$ cat config.mk
export PLATFORM = sky130hd
export DESIGN_NAME = bnn_classifier_core_flat
export DESIGN_NICKNAME = d
export VERILOG_FILES = /design/src/rtl/bnn_classifier_core_if.sv /design/src/rtl/bnn_classifier_core.sv /design/src/flat_wrapper.sv
export SDC_FILE = /design/constraint.sdc
export NUM_CORES = 1
export LEC_CHECK = 0
export BUFFER_PORTS_ARGS = -buffer_cell sky130_fd_sc_hd__buf_2
export CORE_MARGIN = 2
export CORE_UTILIZATION = 55
export DETAILED_ROUTE_END_ITERATION = 7
export MAX_ROUTING_LAYER = met4
export PLACE_DENSITY = 0.84
export SYNTH_ARGS = -nofsm -noshare
export SYNTH_HDL_FRONTEND = slang
export SYNTH_SLANG_ARGS = --single-unit
$ cat constraint.sdc
create_clock -name clk -period 8.8 [get_ports clk]
set_input_delay 2.64 -clock clk [delete_from_list [all_inputs] [get_ports clk]]
set_output_delay 2.64 -clock clk [all_outputs]
set_load 0.02 [all_outputs]
$ cat src/rtl/bnn_classifier_core_if.sv
// ---------------------------------------------------------------------------
// bnn_classifier_core_if
// Feature-in / result-out handshake bundle for bnn_classifier_core.
//   in_valid  / in_ready  / in_bits   : binarised feature vector (producer -> core)
//   out_valid / out_ready             : result handshake (core -> consumer)
//   out_class                         : winning class index, CLS_W bits
//   out_score                         : winning class score, signed, SW bits
// Modports:
//   master : feature producer / result consumer side
//   slave  : the classifier core
// ---------------------------------------------------------------------------
interface bnn_classifier_core_if #(
  parameter int N_IN  = 8,
  parameter int N_HID = 8,
  parameter int N_OUT = 2
) ();
  localparam int CLS_W = $clog2(N_OUT);
  localparam int SW    = $clog2(N_HID + 1) + 2;

  logic                    in_valid;
  logic                    in_ready;
  logic [N_IN-1:0]         in_bits;
  logic                    out_valid;
  logic                    out_ready;
  logic [CLS_W-1:0]        out_class;
  logic signed [SW-1:0]    out_score;

  modport master (
    output in_valid, in_bits, out_ready,
    input  in_ready, out_valid, out_class, out_score
  );

  modport slave (
    input  in_valid, in_bits, out_ready,
    output in_ready, out_valid, out_class, out_score
  );
endinterface

$ cat src/rtl/bnn_classifier_core.sv
// ---------------------------------------------------------------------------
// bnn_classifier_core
// Binary neural network classifier: one hidden layer and one output layer,
// evaluated sequentially one neuron per clock, bipolar (XNOR-popcount) scores,
// argmax over the output classes with ties resolved to the lowest index.
//
// Ports:
//   clk, rst_n  : clock, asynchronous active-low reset
//   ena         : global enable, low freezes all state
//   bus         : bnn_classifier_core_if.slave (feature in / result out)
//   hidden_act  : latched hidden activations
//   busy        : high whenever the core is not idle
//   wl_valid    : weight-load shift strobe (only with BNN_WEIGHT_LOAD_EN)
//   wl_bit      : weight-load serial data, MSB of the image first
//
// Build option:
//   BNN_WEIGHT_LOAD_EN : when defined, the weight image {BIAS, W_HO, W_IH}
//   lives in a shift register loadable while idle; otherwise the *_INIT
//   parameters are used as constants and wl_valid/wl_bit are ignored.
// ---------------------------------------------------------------------------
module bnn_classifier_core #(
  parameter int N_IN   = 8,
  parameter int N_HID  = 8,
  parameter int N_OUT  = 2,
  parameter int BIAS_W = 4,
  parameter logic [N_HID*N_IN-1:0]   W_IH_INIT = '1,
  // class 0 all zeros, every other class all ones
  parameter logic [N_OUT*N_HID-1:0]  W_HO_INIT = {{((N_OUT-1)*N_HID){1'b1}}, {N_HID{1'b0}}},
  parameter logic [N_HID*BIAS_W-1:0] BIAS_INIT = '0
) (
  input  logic                 clk,
  input  logic                 rst_n,
  input  logic                 ena,
  bnn_classifier_core_if.slave bus,
  output logic [N_HID-1:0]     hidden_act,
  output logic                 busy,
  input  logic                 wl_valid,
  input  logic                 wl_bit
);
  localparam int CLS_W   = $clog2(N_OUT);
  localparam int SW      = $clog2(N_HID + 1) + 2;
  localparam int HO_LSB  = N_HID * N_IN;
  localparam int B_LSB   = HO_LSB + N_OUT * N_HID;
  localparam int WB      = B_LSB + N_HID * BIAS_W;
  // one counter serves as h in HID and o in OUT; OUT runs one extra step
  // (o == N_OUT) that commits the best class to the outputs
  localparam int CNT_MAX = (N_HID > N_OUT + 1) ? N_HID : N_OUT + 1;
  localparam int CW      = $clog2(CNT_MAX);

  typedef enum logic [1:0] {IDLE, HID, OUT, DONE} state_t;

  state_t               state_reg, state_next;
  logic [CW-1:0]        cnt_reg;
  logic [N_IN-1:0]      x_reg;
  logic [N_HID-1:0]     hid_reg, hid_next;
  logic signed [SW-1:0] best_reg;
  logic [CLS_W-1:0]     best_idx_reg;
  logic [CLS_W-1:0]     cls_reg;
  logic signed [SW-1:0] score_reg;

  logic [WB-1:0]        img;

`ifdef BNN_WEIGHT_LOAD_EN
  logic [WB-1:0] img_reg;

  // Shifting only while idle keeps the image constant during a computation.
  always_ff @(posedge clk or negedge rst_n) begin
    if (!rst_n) begin
      img_reg <= {BIAS_INIT, W_HO_INIT, W_IH_INIT};
    end else if (ena && wl_valid && state_reg == IDLE) begin
      img_reg <= {img_reg[WB-2:0], wl_bit};
    end
  end

  assign img = img_reg;
`else
  logic unused_wl;
  assign unused_wl = wl_valid ^ wl_bit;
  assign img = {BIAS_INIT, W_HO_INIT, W_IH_INIT};
`endif

  // Unpack the flat image into per-neuron weights and biases.
  logic [N_IN-1:0]          w_ih_arr [N_HID];
  logic signed [BIAS_W-1:0] bias_arr [N_HID];
  logic [N_HID-1:0]         w_ho_arr [N_OUT];

  genvar gi;
  generate
    for (gi = 0; gi < N_HID; gi++) begin : g_hid
      assign w_ih_arr[gi] = img[gi*N_IN +: N_IN];
      assign bias_arr[gi] = img[B_LSB + gi*BIAS_W +: BIAS_W];
    end
    for (gi = 0; gi < N_OUT; gi++) begin : g_out
      assign w_ho_arr[gi] = img[HO_LSB + gi*N_HID +: N_HID];
    end
  endgenerate

  // Datapath for the neuron selected by cnt_reg.
  logic [N_IN-1:0]          w_h;
  logic signed [BIAS_W-1:0] b_h;
  logic [N_HID-1:0]         w_o;
  int                       s_h_int;
  logic                     act;
  logic signed [SW-1:0]     s_o;

  always_comb begin
    w_h = '0;
    b_h = '0;
    w_o = '0;
    for (int i = 0; i < N_HID; i++) begin
      if (cnt_reg == CW'(i)) begin
        w_h = w_ih_arr[i];
        b_h = bias_arr[i];
      end
    end
    for (int i = 0; i < N_OUT; i++) begin
      if (cnt_reg == CW'(i)) w_o = w_ho_arr[i];
    end
    // hidden score is formed at full integer width so bias cannot wrap it
    s_h_int = 2 * $countones(~(x_reg ^ w_h)) - N_IN + int'(b_h);
    act     = (s_h_int >= 0);
    s_o     = SW'(2 * $countones(~(hid_reg ^ w_o)) - N_HID);
  end

  always_comb begin
    hid_next = hid_reg;
    for (int i = 0; i < N_HID; i++) begin
      if (cnt_reg == CW'(i)) hid_next[i] = act;
    end
  end

  always_comb begin
    state_next = state_reg;
    case (state_reg)
      IDLE:    if (ena && bus.in_valid)                 state_next = HID;
      HID:     if (ena && cnt_reg == CW'(N_HID - 1))    state_next = OUT;
      OUT:     if (ena && cnt_reg == CW'(N_OUT))        state_next = DONE;
      DONE:    if (ena && bus.out_ready)                state_next = IDLE;
      default:                                          state_next = IDLE;
    endcase
  end

  always_ff @(posedge clk or negedge rst_n) begin
    if (!rst_n) begin
      state_reg    <= IDLE;
      cnt_reg      <= '0;
      x_reg        <= '0;
      hid_reg      <= '0;
      best_reg     <= '0;
      best_idx_reg <= '0;
      cls_reg      <= '0;
      score_reg    <= '0;
    end else if (ena) begin
      state_reg <= state_next;
      case (state_reg)
        IDLE: begin
          if (bus.in_valid) begin
            x_reg   <= bus.in_bits;
            cnt_reg <= '0;
          end
        end
        HID: begin
          hid_reg <= hid_next;
          cnt_reg <= (cnt_reg == CW'(N_HID - 1)) ? '0 : cnt_reg + 1'b1;
        end
        OUT: begin
          if (cnt_reg == CW'(N_OUT)) begin
            cls_reg   <= best_idx_reg;
            score_reg <= best_reg;
          end else if (cnt_reg == '0 || s_o > best_reg) begin
            // strict compare: an equal later score never displaces the leader
            best_reg     <= s_o;
            best_idx_reg <= CLS_W'(cnt_reg);
          end
          cnt_reg <= cnt_reg + 1'b1;
        end
        default: ;
      endcase
    end
  end

  assign bus.in_ready  = ena && (state_reg == IDLE);
  assign bus.out_valid = (state_reg == DONE);
  assign bus.out_class = cls_reg;
  assign bus.out_score = score_reg;
  assign hidden_act    = hid_reg;
  assign busy          = (state_reg != IDLE);
endmodule

$ cat src/flat_wrapper.sv
// flat-port wrapper written by rule: the top's interface ports become plain ports
module bnn_classifier_core_flat 
#(
  parameter int N_IN   = 8,
  parameter int N_HID  = 8,
  parameter int N_OUT  = 2,
  parameter int BIAS_W = 4,
  parameter logic [N_HID*N_IN-1:0]   W_IH_INIT = '1,
                                                  
  parameter logic [N_OUT*N_HID-1:0]  W_HO_INIT = {{((N_OUT-1)*N_HID){1'b1}}, {N_HID{1'b0}}},
  parameter logic [N_HID*BIAS_W-1:0] BIAS_INIT = '0
)
  (clk, rst_n, ena, hidden_act, busy, wl_valid, wl_bit, bus_in_valid, bus_in_bits, bus_out_ready, bus_in_ready, bus_out_valid, bus_out_class, bus_out_score);
  bnn_classifier_core_if #(.N_IN(N_IN), .N_HID(N_HID), .N_OUT(N_OUT)) bus_i ();
  input  logic clk;
  input  logic rst_n;
  input  logic ena;
  output logic [N_HID-1:0] hidden_act;
  output logic busy;
  input  logic wl_valid;
  input  logic wl_bit;
  input wire logic [$bits(bus_i.in_valid)-1:0] bus_in_valid;
  input wire logic [$bits(bus_i.in_bits)-1:0] bus_in_bits;
  input wire logic [$bits(bus_i.out_ready)-1:0] bus_out_ready;
  output wire logic [$bits(bus_i.in_ready)-1:0] bus_in_ready;
  output wire logic [$bits(bus_i.out_valid)-1:0] bus_out_valid;
  output wire logic [$bits(bus_i.out_class)-1:0] bus_out_class;
  output wire logic [$bits(bus_i.out_score)-1:0] bus_out_score;
  assign bus_i.in_valid = bus_in_valid;
  assign bus_i.in_bits = bus_in_bits;
  assign bus_i.out_ready = bus_out_ready;
  assign bus_in_ready = bus_i.in_ready;
  assign bus_out_valid = bus_i.out_valid;
  assign bus_out_class = bus_i.out_class;
  assign bus_out_score = bus_i.out_score;
  bnn_classifier_core #(.N_IN(N_IN), .N_HID(N_HID), .N_OUT(N_OUT), .BIAS_W(BIAS_W), .W_IH_INIT(W_IH_INIT), .W_HO_INIT(W_HO_INIT), .BIAS_INIT(BIAS_INIT)) u_core (.clk(clk), .rst_n(rst_n), .ena(ena), .bus(bus_i), .hidden_act(hidden_act), .busy(busy), .wl_valid(wl_valid), .wl_bit(wl_bit));
endmodule
Word level (Yosys, flattened, before mapping)
Index checks and enable logic that the tools add are counted.
{"block": "word_totals", "register_bits": 35, "inputBits": 15, "out_inout_bits": 18, "elab_cells": 94}
{"block": "classes", "addsub": 17, "order_cmp": 2, "eq_ne": 15, "mux": 17, "bitwise_logic": 5, "reduce_logical": 23}
{"op": "adder 31 bit", "count": 3}
{"op": "2-to-1 mux 8 bit", "count": 9}
{"op": "AND reduction 3 bit", "count": 11}
{"op": "greater-or-equal comparator 32 x 1 -> 1 bit, second input constant", "count": 1}
{"op": "subtractor 32 x 5 -> 32 bit, second input constant", "count": 1}
{"op": "adder 1 x 1 -> 2 bit", "count": 8}
{"op": "NOT 8 bit", "count": 2}
{"op": "XOR 8 bit", "count": 2}
{"op": "adder 5 bit", "count": 3}
{"op": "equality test 3 bit, second input constant", "count": 4}
{"op": "case mux 3 bit (3 select lines)", "count": 1}
{"op": "2-to-1 mux 2 bit", "count": 4}
{"op": "!= test 2 x 1 -> 1 bit, second input constant", "count": 4}
{"op": "case mux 2 bit (4 select lines)", "count": 1}
{"op": "equality test 3 x 2 -> 1 bit, second input constant", "count": 2}
{"op": "> comparator 6 bit", "count": 1}
{"op": "2-to-1 mux 3 bit", "count": 2}
{"op": "subtractor 6 x 5 -> 6 bit, second input constant", "count": 1}
{"op": "logical AND 1 bit", "count": 5}
{"op": "AND reduction 5 bit", "count": 1}
{"op": "equality test 2 bit, second input constant", "count": 2}
{"op": "AND reduction 4 bit", "count": 1}
{"op": "adder 3 x 1 -> 3 bit, second input constant", "count": 1}
{"op": "equality test 3 x 1 -> 1 bit, second input constant", "count": 1}
{"op": "other kinds (8)", "count": 8}

Depth between registers and ports, before layout
{"block": "depth", "ltp_word": 16, "ltp_mapped": 19, "mapped_depth_nobuf": 18}

Worst setup path before layout
Ideal clock, no wire load.
{"block": "synth_timing", "path_type": "input -> output", "start": "in ena", "end": "out bus_in_ready", "arrival_time_ns": 3.071, "t_required_ns": 6.160, "slack_ns": 3.089, "cell_stages": 2, "path_buffers": 1, "cell_sequence": "clkbuf_2 > and2_1"}
{"block": "synth_between", "elab_chain_len": 1}
{"element": "from (decl)", "line": "flat_wrapper.sv:17", "text": "input logic ena;"}
{"element": "logical AND 1 bit", "line": "bnn_classifier_core.sv:182", "text": "assign bus.in_ready = ena && (state_reg == IDLE);"}
{"element": "to (decl)", "line": "flat_wrapper.sv:25", "text": "output wire logic [$bits(bus_i.in_ready)-1:0] bus_in_ready;"}
No other way between the ends.

Final worst setup path
Same ends and word-level chain as after synthesis.

==> impl_metrics.json <==
{
  "status": "complete, no violations",
  "drt_wl_total_um": 3670,
  "cts_sinks": 33,
  "final_hold_viol_count": 0,
  "die_h_um": 65.9,
  "cp.depth": 3,
  "fin_nets": 263,
  "ys_types": 35,
  "cts_tree": "built",
  "ys_top_cells_by_area": "dfrtp_1 (39%), ha_1 (9.5%), mux2_2 (8.0%)",
  "drt_drc_violations_left": 0,
  "row_count": 22,
  "hold_depth": 2,
  "fin_hold_ws_ns": 0.474,
  "synth-seq-cells": 33,
  "core_area_um2": 3660,
  "hold_buffers": 0,
  "drtPass1Iterations": 4,
  "wl_per_cell_um": 13.5,
  "place_inst": 265,
  "crit_top_cell": "buf_2",
  "die_x_um": 65.9,
  "flow.area_growth_from_synthesis_pct": 12.5,
  "cts_made_buffers": 5,
  "drv_slew": 0,
  "ff2ff_path_depth": 17,
  "antenna_found_initial": 0,
  "fin_setup_tns_ns": 0,
  "viasPerCell": 5.39,
  "multi_input_area_um2": 1190,
  "start_util_pct": 57.5,
  "r2r_slack_ns": 3.75,
  "vias": 1466,
  "hpwl_um": 2860,
  "fin_skew_ns": 0.00389,
  "grt_use_total_pct": 20.8,
  "grt_pass1_wl_um": 6550,
  "path_buf_inv": 2,
  "drtIter0Drc": 70,
  "crit_required_ns": 6.16,
  "cp-start-kind": "input port",
  "yosysSeqAreaShare_pct": 39.2,
  "final_cell_count_no_fill": 272,
  "syn_nets": 233,
  "clk_latency_ns": 0.28,
  "crit_path_end_kind": "output port",
  "cts-root-buf": "clkbuf_8",
  "syn_area_per_cell_um2": 10.9,
  "grt_start_max_net_pins": 34,
  "htreeDepth": 2,
  "drtAntennaViolNets": 0,
  "seq_area_um2": 826,
  "min_period_over_period_pct": 66.0,
  "path_cells": "buf_2 > and2_1 > buf_2",
  "min_period_ns": 5.81,
  "relSlewSlack_pct": 51.7,
  "critPathMaxStageDelay_ns": 0.20,
  "hold_class": "flop to flop",
  "overflow": 0,
  "cp_data_arrival_time_ns": 3.17,
  "drv_cap": 0,
  "worst-setup-path-type": "input port to output port",
  "cp_top_family": "buffers and inverters",
  "synth_top_area_share_pct": 39.2,
  "yosys_warnings": 0,
  "tightest_slew_ns": 0.724,
  "clock_path_buffers": 2,
  "gp_congestion": 0.835,
  "slowest_stage": "buf_2",
  "post_cts_buffers": 0,
  "fmax_mhz": 172,
  "grt_pass1_vias": 1439,
  "fill_cells": 301,
  "fp.dieArea_um2": 4340,
  "syn_inst": 194,
  "setup_viol": 0,
  "synth_area_um2": 2110,
  "io_buffers": 29,
  "antenna_cells": 0,
  "placed_cell_area_um2": 2280,
  "final_area_um2": 2370,
  "io_pins": 33,
  "post_cts_resized": 0,
  "crit_fanout": 9,
  "yosys.area.top_type": "dfrtp_1",
  "drive_gt1_share_pct": 26.3,
  "cts.clk_slew.worst_paths_ns": 0.06,
  "grt_setup_unrepaired": "no"
}
layout make-up:
cell class,instances,area share [%]
multi-input combinational,138,50.1
clock buffer,7,3.65
inverter,17,2.69
tap,48,2.54
timing repair buffer,29,6.13
sequential,33,34.9
cell usage after synthesis:
cell type / number
clkbuf_2: 1
nand3b_1: 1
nand3_1: 5
or2_0: 1
a41oi_1: 4
mux2_4: 6
clkbuf_1: 3
nor2_1: 10
o32a_1: 1
and2_2: 1
buf_2: 1
o21ai_1: 1
o211ai_1: 3
mux2_2: 15
a211o_1: 1
buf_4: 1
o2bb2ai_1: 1
ha_1: 16
conb_1: 1
o221ai_1: 1
nor2b_1: 4
dfrtp_1: 33
o2111ai_4: 1
and3_1: 10
inv_1: 17
and2_1: 1
xor2_1: 6
nand4_1: 1
nand2_1: 12
o21ai_0: 8
xnor2_1: 4
a21oi_1: 5
fa_1: 8
a31oi_2: 1
nor3_1: 9
worst reg2reg max path, delay by kind of cell, from the launching register on:
| family | cells | cell delay (ns) |
|---|---|---|
| adders and majority gates | 6 | 2.30 |
| and+or+nand+nor | 4 | 1.04 |
| AOI/OAI and AO/OA | 3 | 0.65 |
| DFF | 1 | 0.41 |
| muxes | 1 | 0.34 |
| buffers and inverters | 3 | 0.20 |
metal layers:
metal / track usage (%) / wire (um)
met3: 4.94 / 189
met4: 9.38 / 56
met1: 24.7 / 1610
met2: 33.5 / 1820
met5: - / 0
path summary, 6_finish.rpt:
path                                            to                    start
min in group asynchronous  u_core.bus.out_score[4]                    rst_n
max                                   bus_in_ready                      ena
max reg2reg                    u_core.best_idx_reg        u_core.cnt_reg[1]
max in group asynchronous      u_core.state_reg[0]                    rst_n
min                        u_core.bus.out_score[2]  u_core.bus.out_score[2]
min reg2reg                u_core.bus.out_score[2]  u_core.bus.out_score[2]
cell usage in the layout (no fill, tap or decap), types with 5 or more instances in the layout:
master and instances:
dfrtp_1 33, buf_2 29, inv_1 17, ha_1 16
mux2_2 15, nand2_1 12, and3_1 10, nor2_1 10
nor3_1 9, o21ai_0 8, fa_1 8, xor2_1 6
mux2_4 6, clkbuf_8 6, nand3_1 5, a21oi_1 5
per-stage QoR:
| stage | setup slack, ns | utilization (%) |
|---|---|---|
| after floorplan | 3.09 | - |
| after global placement | 3.01 | 62.3 |
| after detailed placement | 3.00 | 62.3 |
| after CTS | 2.99 | 64.7 |
| after global routing | 2.95 | 64.7 |
| final | 2.99 | 64.7 |
kinds of logic after synthesis:
logic type	after synthesis	synth area share [%]
AO/OA/AOI/OAI	27	9.63
XOR/XNOR	10	4.16
adder cells (fa/ha/maj)	24	17.1
buffers and inverters	23	4.40
flip-flops	33	39.2
multiplexers	21	12.3
other	1	0.178
AND/OR/NAND/NOR	55	13.0
Power is not shown: default switching activity piles up to over one toggle a cycle in this logic, so the estimate is an artifact.
